## config.mk

```make
export PLATFORM = sky130hd
export DESIGN_NAME = vga_pattern_ctrl
export DESIGN_NICKNAME = d
export VERILOG_FILES = /design/src/rtl/vga_pattern_ctrl.sv
export SDC_FILE = /design/constraint.sdc
export NUM_CORES = 1
export LEC_CHECK = 0
export BUFFER_PORTS_ARGS = -buffer_cell sky130_fd_sc_hd__buf_4
export CAP_MARGIN = 10
export CORE_MARGIN = 5
export CORE_UTILIZATION = 45
export CTS_BUF_LIST = sky130_fd_sc_hd__clkbuf_16
export CTS_CLUSTER_SIZE = 10
export DETAILED_ROUTE_END_ITERATION = 12
export GPL_TIMING_DRIVEN = 0
export MAX_ROUTING_LAYER = met4
export PLACE_DENSITY_LB_ADDON = 0.2
export RECOVER_POWER = 100
export SYNTH_ARGS = -nofsm -noshare
export SYNTH_HDL_FRONTEND = slang
export SYNTH_SLANG_ARGS = --single-unit
```

## constraint.sdc

```tcl
create_clock -name clk -period 2.1 [get_ports clk]
set_clock_uncertainty 0.2 [all_clocks]
set_input_delay 0.105 -clock clk [delete_from_list [all_inputs] [get_ports clk]]
set_output_delay 0.105 -clock clk [all_outputs]
set_load 0.05 [all_outputs]
```

## src/rtl/vga_pattern_ctrl.sv

```systemverilog
// Sequencing controller for the VGA checkerboard colour datapath.
// Debounces the mode/auto buttons, queues their effects as pending flags and
// applies every datapath-visible change only on the frame_start pulse.
module vga_pattern_ctrl #(
  parameter int unsigned DEBOUNCE_CYCLES = 250000,
  parameter int unsigned FRAMES_PER_STEP = 30,
  parameter logic [11:0] COLOR_STEP      = 12'h111,
  parameter logic [11:0] RESET_COLOR     = 12'h0F0
) (
  input  logic        clk,
  input  logic        rst_n,
  input  logic        btn_mode,
  input  logic        btn_auto,
  input  logic [11:0] sw_color,
  input  logic        frame_start,
  output logic [1:0]  pressed,
  output logic [11:0] color,
  output logic        auto_en,
  output logic        frame_update
);

  localparam int unsigned CntW  = $clog2(DEBOUNCE_CYCLES);
  localparam int unsigned FcntW = (FRAMES_PER_STEP > 1) ? $clog2(FRAMES_PER_STEP) : 1;
  localparam logic [CntW-1:0]  CntLast  = CntW'(DEBOUNCE_CYCLES - 1);
  localparam logic [FcntW-1:0] FcntLast = FcntW'(FRAMES_PER_STEP - 1);

  typedef enum logic [1:0] {S_LOW, S_WAIT_HIGH, S_HIGH, S_WAIT_LOW} db_state_e;

  // Bit 0 is the mode button, bit 1 the auto button.
  logic [1:0] w_btn;
  logic [1:0] r_sync1, r_sync2;
  logic [1:0] w_press;

  assign w_btn = {btn_auto, btn_mode};

  // Two-flop synchronisers for the raw asynchronous buttons.
  always_ff @(posedge clk) begin
    if (!rst_n) begin
      r_sync1 <= '0;
      r_sync2 <= '0;
    end else begin
      r_sync1 <= w_btn;
      r_sync2 <= r_sync1;
    end
  end

  for (genvar g = 0; g < 2; g++) begin : g_db
    db_state_e       r_state, w_state_next;
    logic [CntW-1:0] r_cnt, w_cnt_next;
    logic            w_evt;

    // Debounce state and stability counter.
    always_ff @(posedge clk) begin
      if (!rst_n) begin
        r_state <= S_LOW;
        r_cnt   <= '0;
      end else begin
        r_state <= w_state_next;
        r_cnt   <= w_cnt_next;
      end
    end

    // Accept a new level after DEBOUNCE_CYCLES equal samples; event only on rise.
    always_comb begin
      w_state_next = r_state;
      w_cnt_next   = r_cnt;
      w_evt        = 1'b0;
      case (r_state)
        S_LOW: begin
          if (r_sync2[g]) begin
            w_state_next = S_WAIT_HIGH;
            w_cnt_next   = CntW'(1);
          end
        end
        S_WAIT_HIGH: begin
          if (!r_sync2[g]) begin
            w_state_next = S_LOW;
            w_cnt_next   = '0;
          end else if (r_cnt == CntLast) begin
            w_state_next = S_HIGH;
            w_cnt_next   = '0;
            w_evt        = 1'b1;
          end else begin
            w_cnt_next = r_cnt + CntW'(1);
          end
        end
        S_HIGH: begin
          if (!r_sync2[g]) begin
            w_state_next = S_WAIT_LOW;
            w_cnt_next   = CntW'(1);
          end
        end
        S_WAIT_LOW: begin
          if (r_sync2[g]) begin
            w_state_next = S_HIGH;
            w_cnt_next   = '0;
          end else if (r_cnt == CntLast) begin
            w_state_next = S_LOW;
            w_cnt_next   = '0;
          end else begin
            w_cnt_next = r_cnt + CntW'(1);
          end
        end
        default: begin
          w_state_next = S_LOW;
          w_cnt_next   = '0;
        end
      endcase
    end

    assign w_press[g] = w_evt;
  end

  logic             r_mode_pend, r_auto_pend;
  logic [1:0]       r_pressed, w_pressed_next;
  logic [11:0]      r_color, w_color_next;
  logic             r_auto, w_auto_next;
  logic [FcntW-1:0] r_fcnt, w_fcnt_next;
  logic             r_update, w_update_next;

  // Pending flags: a new event wins over the clear on the same edge.
  always_ff @(posedge clk) begin
    if (!rst_n) begin
      r_mode_pend <= 1'b0;
      r_auto_pend <= 1'b0;
    end else begin
      r_mode_pend <= w_press[0] | (r_mode_pend & ~frame_start);
      r_auto_pend <= w_press[1] | (r_auto_pend & ~frame_start);
    end
  end

  // Frame-synchronous next state; all changes use the pre-edge register values.
  always_comb begin
    w_pressed_next = r_pressed;
    w_color_next   = r_color;
    w_auto_next    = r_auto;
    w_fcnt_next    = r_fcnt;
    if (frame_start) begin
      if (r_mode_pend) begin
        w_pressed_next = r_pressed + 2'd1;
      end
      if (!r_auto) begin
        w_color_next = sw_color;
      end else if (r_fcnt == FcntLast) begin
        w_fcnt_next  = '0;
        w_color_next = r_color + COLOR_STEP;
      end else begin
        w_fcnt_next = r_fcnt + FcntW'(1);
      end
      // A toggle restarts the step count, overriding any increment above.
      if (r_auto_pend) begin
        w_auto_next = ~r_auto;
        w_fcnt_next = '0;
      end
    end
    w_update_next = frame_start &
                    ((w_pressed_next != r_pressed) | (w_color_next != r_color));
  end

  // Datapath-visible output registers.
  always_ff @(posedge clk) begin
    if (!rst_n) begin
      r_pressed <= '0;
      r_color   <= RESET_COLOR;
      r_auto    <= 1'b0;
      r_fcnt    <= '0;
      r_update  <= 1'b0;
    end else begin
      r_pressed <= w_pressed_next;
      r_color   <= w_color_next;
      r_auto    <= w_auto_next;
      r_fcnt    <= w_fcnt_next;
      r_update  <= w_update_next;
    end
  end

  assign pressed      = r_pressed;
  assign color        = r_color;
  assign auto_en      = r_auto;
  assign frame_update = r_update;

endmodule

```

# == Word level (Yosys, flattened, before mapping) ==
# Cells that the tools add are included.
# totals
ff_bits,67
inputBits,17
out_inout_bits,16
word_cells,94
# classes
reduce_logical,9
mux,40
eq_ne,19
addsub,5
bitwise,8
# ops
cell,n
18-bit 2-to-1 mux,10
18-bit case mux with 4 select lines,2
"18-bit by 1-bit adder with 18-bit output, second input constant",2
"18-bit == test, second input constant",2
12-bit 2-to-1 mux,3
2-bit 2-to-1 mux,14
2-bit case mux with 4 select lines,2
5-bit 2-to-1 mux,3
"12-bit by 9-bit adder with 12-bit output, second input constant",1
12-bit inequality test,1
"3-bit inequality test, second input constant",4
"2-bit == test, second input constant",4
"2-bit inequality test, second input constant",4
2-bit AND reduction,4
4-bit AND reduction,2
1-bit 2-to-1 mux,6
"5-bit by 1-bit adder with 5-bit output, second input constant",1
"5-bit == test, second input constant",1
"2-bit by 1-bit == test with 1-bit output, second input constant",2
2-bit logical NOT,2
1-bit AND,3
1-bit bitwise OR,3
"2-bit by 1-bit adder with 2-bit output, second input constant",1
2-bit inequality test,1
other kinds (2),3

# == Depth between registers and ports, before layout ==
# depth
ltp_word,7
ltp_mapped,9
mapped_depth_nobuf,7

# == Least setup slack after synthesis ==
# OpenSTA, ideal clock, no wires.
# synth_timing
kind,register -> register
startpoint,"register r_color[2], in the netlist color[2]"
endpoint,"register r_color[11], in the netlist color[11]"
path_stages_with_launch,6
arrival_ns,1.912
setup_time_ns,0.074
t_required_ns,1.826
path_buffers,1
path_slack_ns,-0.087
period_less_slack_ns,2.187
cell_sequence,dfxtp_1 buf_2 a41o_1 a41oi_1 or4_1 a31oi_1
# synth_between
elab_chain_cells,4
# synth_lines
item,line_no,source
"start, declared",116,"logic [11:0] r_color, w_color_next;"
"start signal, assigned",170,r_color <= w_color_next;
12-bit by 9-bit adder with 12-bit output,146,w_color_next = r_color + COLOR_STEP;
12-bit 2-to-1 mux,144,end else if (r_fcnt == FcntLast) begin
12-bit 2-to-1 mux,142,if (!r_auto) begin
12-bit 2-to-1 mux,138,if (frame_start) begin
# Every way passes these cells.
# A chain may end at the register's enable or synchronous reset.

# == Worst setup path after layout ==
# layout_timing
startpoint,register g_db[1].r_cnt[11]
endpoint,register g_db[1].r_cnt[16]
# layout_between
elab_chain_cells,4
word_cells_on_any_way,6
classes_between,add/sub: 1; eq/ne: 1; mux: 4
# layout_lines
item,line_no,source
"start, declared",49,"logic [CntW-1:0] r_cnt, w_cnt_next;"
"start signal, assigned",59,r_cnt <= w_cnt_next;
18-bit by 1-bit adder with 18-bit output or 18-bit == test (tied branches),n/a,
18-bit 2-to-1 mux *,"79, 97",
18-bit 2-to-1 mux (on tied branches),"94, 76",
18-bit case mux with 4 select lines *,68,case (r_state)
# Mark *: on every way between the ends. The rest lies on a longest branch, timed or not.

==> flow_summary.toml <==
[finish]
syn_to_final_growth_pct = 34.3
nFillCells = 677
num_antenna_cells = 0
num-nets-final = 541
final_layout_size_suffix_gt1_share_pct = 23.5

[floorplan]
die_area_mm2 = 0.00978
boundary_pins = 33
initial_core_util_pct = 46.0
die_h_um = 98.9
std_cell_rows = 32
core_area_mm2 = 0.00773
chipWidth_um = 98.9

[worst_setup_path]
worstSetupPathType = "flop to flop"
critPathRequiredTime_ns = 2.11
r2r.worst_path.cells = 7
start_kind = "flop"
crit_arrival_ns = 2.10
critical_path.endpoint_type = "flop"
largest_driver_fanout_on_the_critical_path = 5

[timing]
relSlewSlack_pct = 48.7
drv_slew = 0
rsz0062_at_grt = "true"
max_clock_freq_mhz = 479
timing_worst_slew_pin_value_ns = 0.764
fin_crit_sh_pct = 99.4
layout_min_cycle_time_ns = 2.09
hold_viol_final = 0
final_setup_violations = 0
final.setup.worst_slack_ns = 0.0131

[grt]
grt_remaining_overflow = 0
antenna_found_initial = 0
grt_max_degree = 14
number_of_global_route_vias_before_repair = 3372
grt.total_usage_pct = 20.1
global_route_wire_length_before_repair_mm = 15.8

[hold_path]
min_path_type = "input pin to flop"
hold_path_depth = 4

[logic_synthesis]
synth_edf_count = 0
synth-main-ff-cell = "dfxtp_1"
synth_cell_type_count = 65
netlist_top_cells_count = "67 x dfxtp_1, 52 x nand2_1, 32 x nand3_1"
synth.most_common_cell = "dfxtp_1"
post-synth-top-area-fraction_pct = 37.7
mappedNetlistNets = 460
synth_seq_area_share_pct = 37.7
synth.cell_area_mm2 = 0.00355
synthArstFlopShare_pct = 0
synth_area_leaders = "dfxtp_1 38%, nand2_1 5.5%, nand3_1 4.5%, a21oi_1 4.2%, xor2_1 3.7%"
cell_accounting_for_the_most_synthesized_area = "dfxtp_1"
synth_seq_cells = 67
synth.avg_cell_area_um2 = 8.12
synthesis.instances = 438
ys.warnings.count = 0

[cts]
cts_tree = "built"
insertion_delay_ns = 0.33
cts_buffers = 9
htreeDepth = 3
ctsRootBufferMaster = "clkbuf_16"
clockBufferDepth = 2
clock-sinks = 67
worst_setup_hold_path_clk_slew_ns = 0.06

[pwr]
power.density_mw_per_mm2 = 677
finalPower_mw = 3.23
vdd_ir_drop_max_uv = 484
p_leak_nw = 1.70

[routing]
route.final.wire_length_mm = 9.79
drt_pass1_iterations = 4
drc = 0
route.detailed.wl_per_inst_um = 15.6
drt_iter0_drc = 190
routed-via-count = 3627
final_antenna_net_count = 0
avgViaCountPerCell = 5.79

[place]
place_ws_ns = -0.316
numPortBuffers = 32
gp_routability_congestion = 0.860
dpl.hpwl_mm = 6.23

[run_status]
status = "finished, final reports clean"

[flow_run]
count_of_max_cap_constraint_violations = 0
[where the power goes]
| part | internal [mW] | leakage (nW) | switching [mW] |
|---|---|---|---|
| Clock | 1.05 | 0.158 | 0.587 |
| Combinational | 0.0993 | 0.987 | 0.174 |
| Sequential | 1.29 | 0.552 | 0.0319 |
| Total | 2.44 | 1.70 | 0.793 |
[what timing repair did]
action | 4_1_cts | 5_1_grt
endpoints found under the setup margin | 39 | 43
hold endpoints to repair | 13 | 0
pin swaps | 7 | 12
hold buffers | 13 | 0
setup buffers | 14 | 10
resized for setup | 38 | 30
gates cloned | 1 | 2
[sequential cells by signal, indices dropped and copies added, names as in the netlist, 2 cells and up, named ones only]
signal	cells
g_db.r_state	2
color	12
g_db.r_cnt	36
pressed	2
r_sync1	2
r_sync2	2
r_fcnt	5
[layout make-up]
type                       count  area [µm²]  share of cell area, %
buffer                        17        93.8                   1.97
clock buffer                   9         225                   4.72
clock inverter                 7        98.8                   2.07
inverter                      11        41.3                  0.865
multi-input combinational    341        2290                   47.9
sequential                    67        1370                   28.7
tap                          102         128                   2.67
timing repair buffer          72         529                   11.1
[layout by cell type, fill, tap and decap left out, types with 5 or more instances in the layout]
cell type / netlist / final
xor2_1: 15 / 13
nor2_1: 29 / 28
clkbuf_1: 14 / 29
xnor2_1: 6 / 6
and2_1: 9 / 8
nand3_1: 32 / 31
a22oi_1: 5 / 5
a31oi_1: 12 / 12
buf_4: 1 / 33
mux2i_1: 6 / 6
nor3_1: 9 / 6
inv_1: 9 / 9
dfxtp_2: 0 / 12
o21ai_0: 26 / 25
dlygate4sd3_1: 0 / 13
nand2_1: 52 / 51
a21oi_1: 30 / 22
or3_1: 13 / 12
nand4_1: 12 / 12
dfxtp_1: 67 / 51
a21oi_2: 0 / 7
buf_6: 1 / 5
clkbuf_16: 0 / 10
[path summary, 6_finish.rpt]
check / to / slack (ns) / start
min: color[7]$_SDFF_PN1_ / 0.01 / sw_color[7]
max reg2reg: g_db[1].r_cnt[16]$_SDFFE_PN0P_ / 0.01 / g_db[1].r_cnt[11]$_SDFFE_PN0P_
min reg2reg: r_sync2[1]$_SDFF_PN0_ / 0.23 / r_sync1[1]$_SDFF_PN0_
max: g_db[1].r_cnt[16]$_SDFFE_PN0P_ / 0.01 / g_db[1].r_cnt[11]$_SDFFE_PN0P_
[routing by layer]
metal	vias up	part of all wire, %	track usage, %
met5	-	0	-
met4	0	1.5	6.83
met3	15	4.3	3.26
met2	87	48	31.3
met1	1727	47	26.4
li1	1798	-	-
[kinds of logic after synthesis]
family / share of synthesized area, %
DFF: 37.7
muxes: 1.69
and+or+nand+nor: 29.3
xor gates and xnor gates: 5.17
AOI/OAI and AO/OA: 20.8
adders and majority gates: 1.76
buffers and inverters: 3.59
[worst max-delay path, cell delays in order, from the launching register on]
cell	delay, ns
dfxtp_4	0.34
or4b_4	0.52
nor4_4	0.17
buf_6	0.17
a21oi_4	0.08
buf_6	0.12
and3_1	0.15
a211o_1	0.21
[metrics by stage]
step	hold slack [ns]	instance area, µm²	TNS [ns]	std cells	util, %
floorplan	0.0323	3560	0	438	-
global placement	0.116	3930	-4.56	572	50.8
detailed placement	0.120	3930	-5.85	572	50.8
CTS	0.00429	4630	-0.964	615	60.0
global route	0.0353	4770	-0.461	626	61.8
finish	0.0136	4770	0	626	61.8
(Power assumes the default switching activity.)
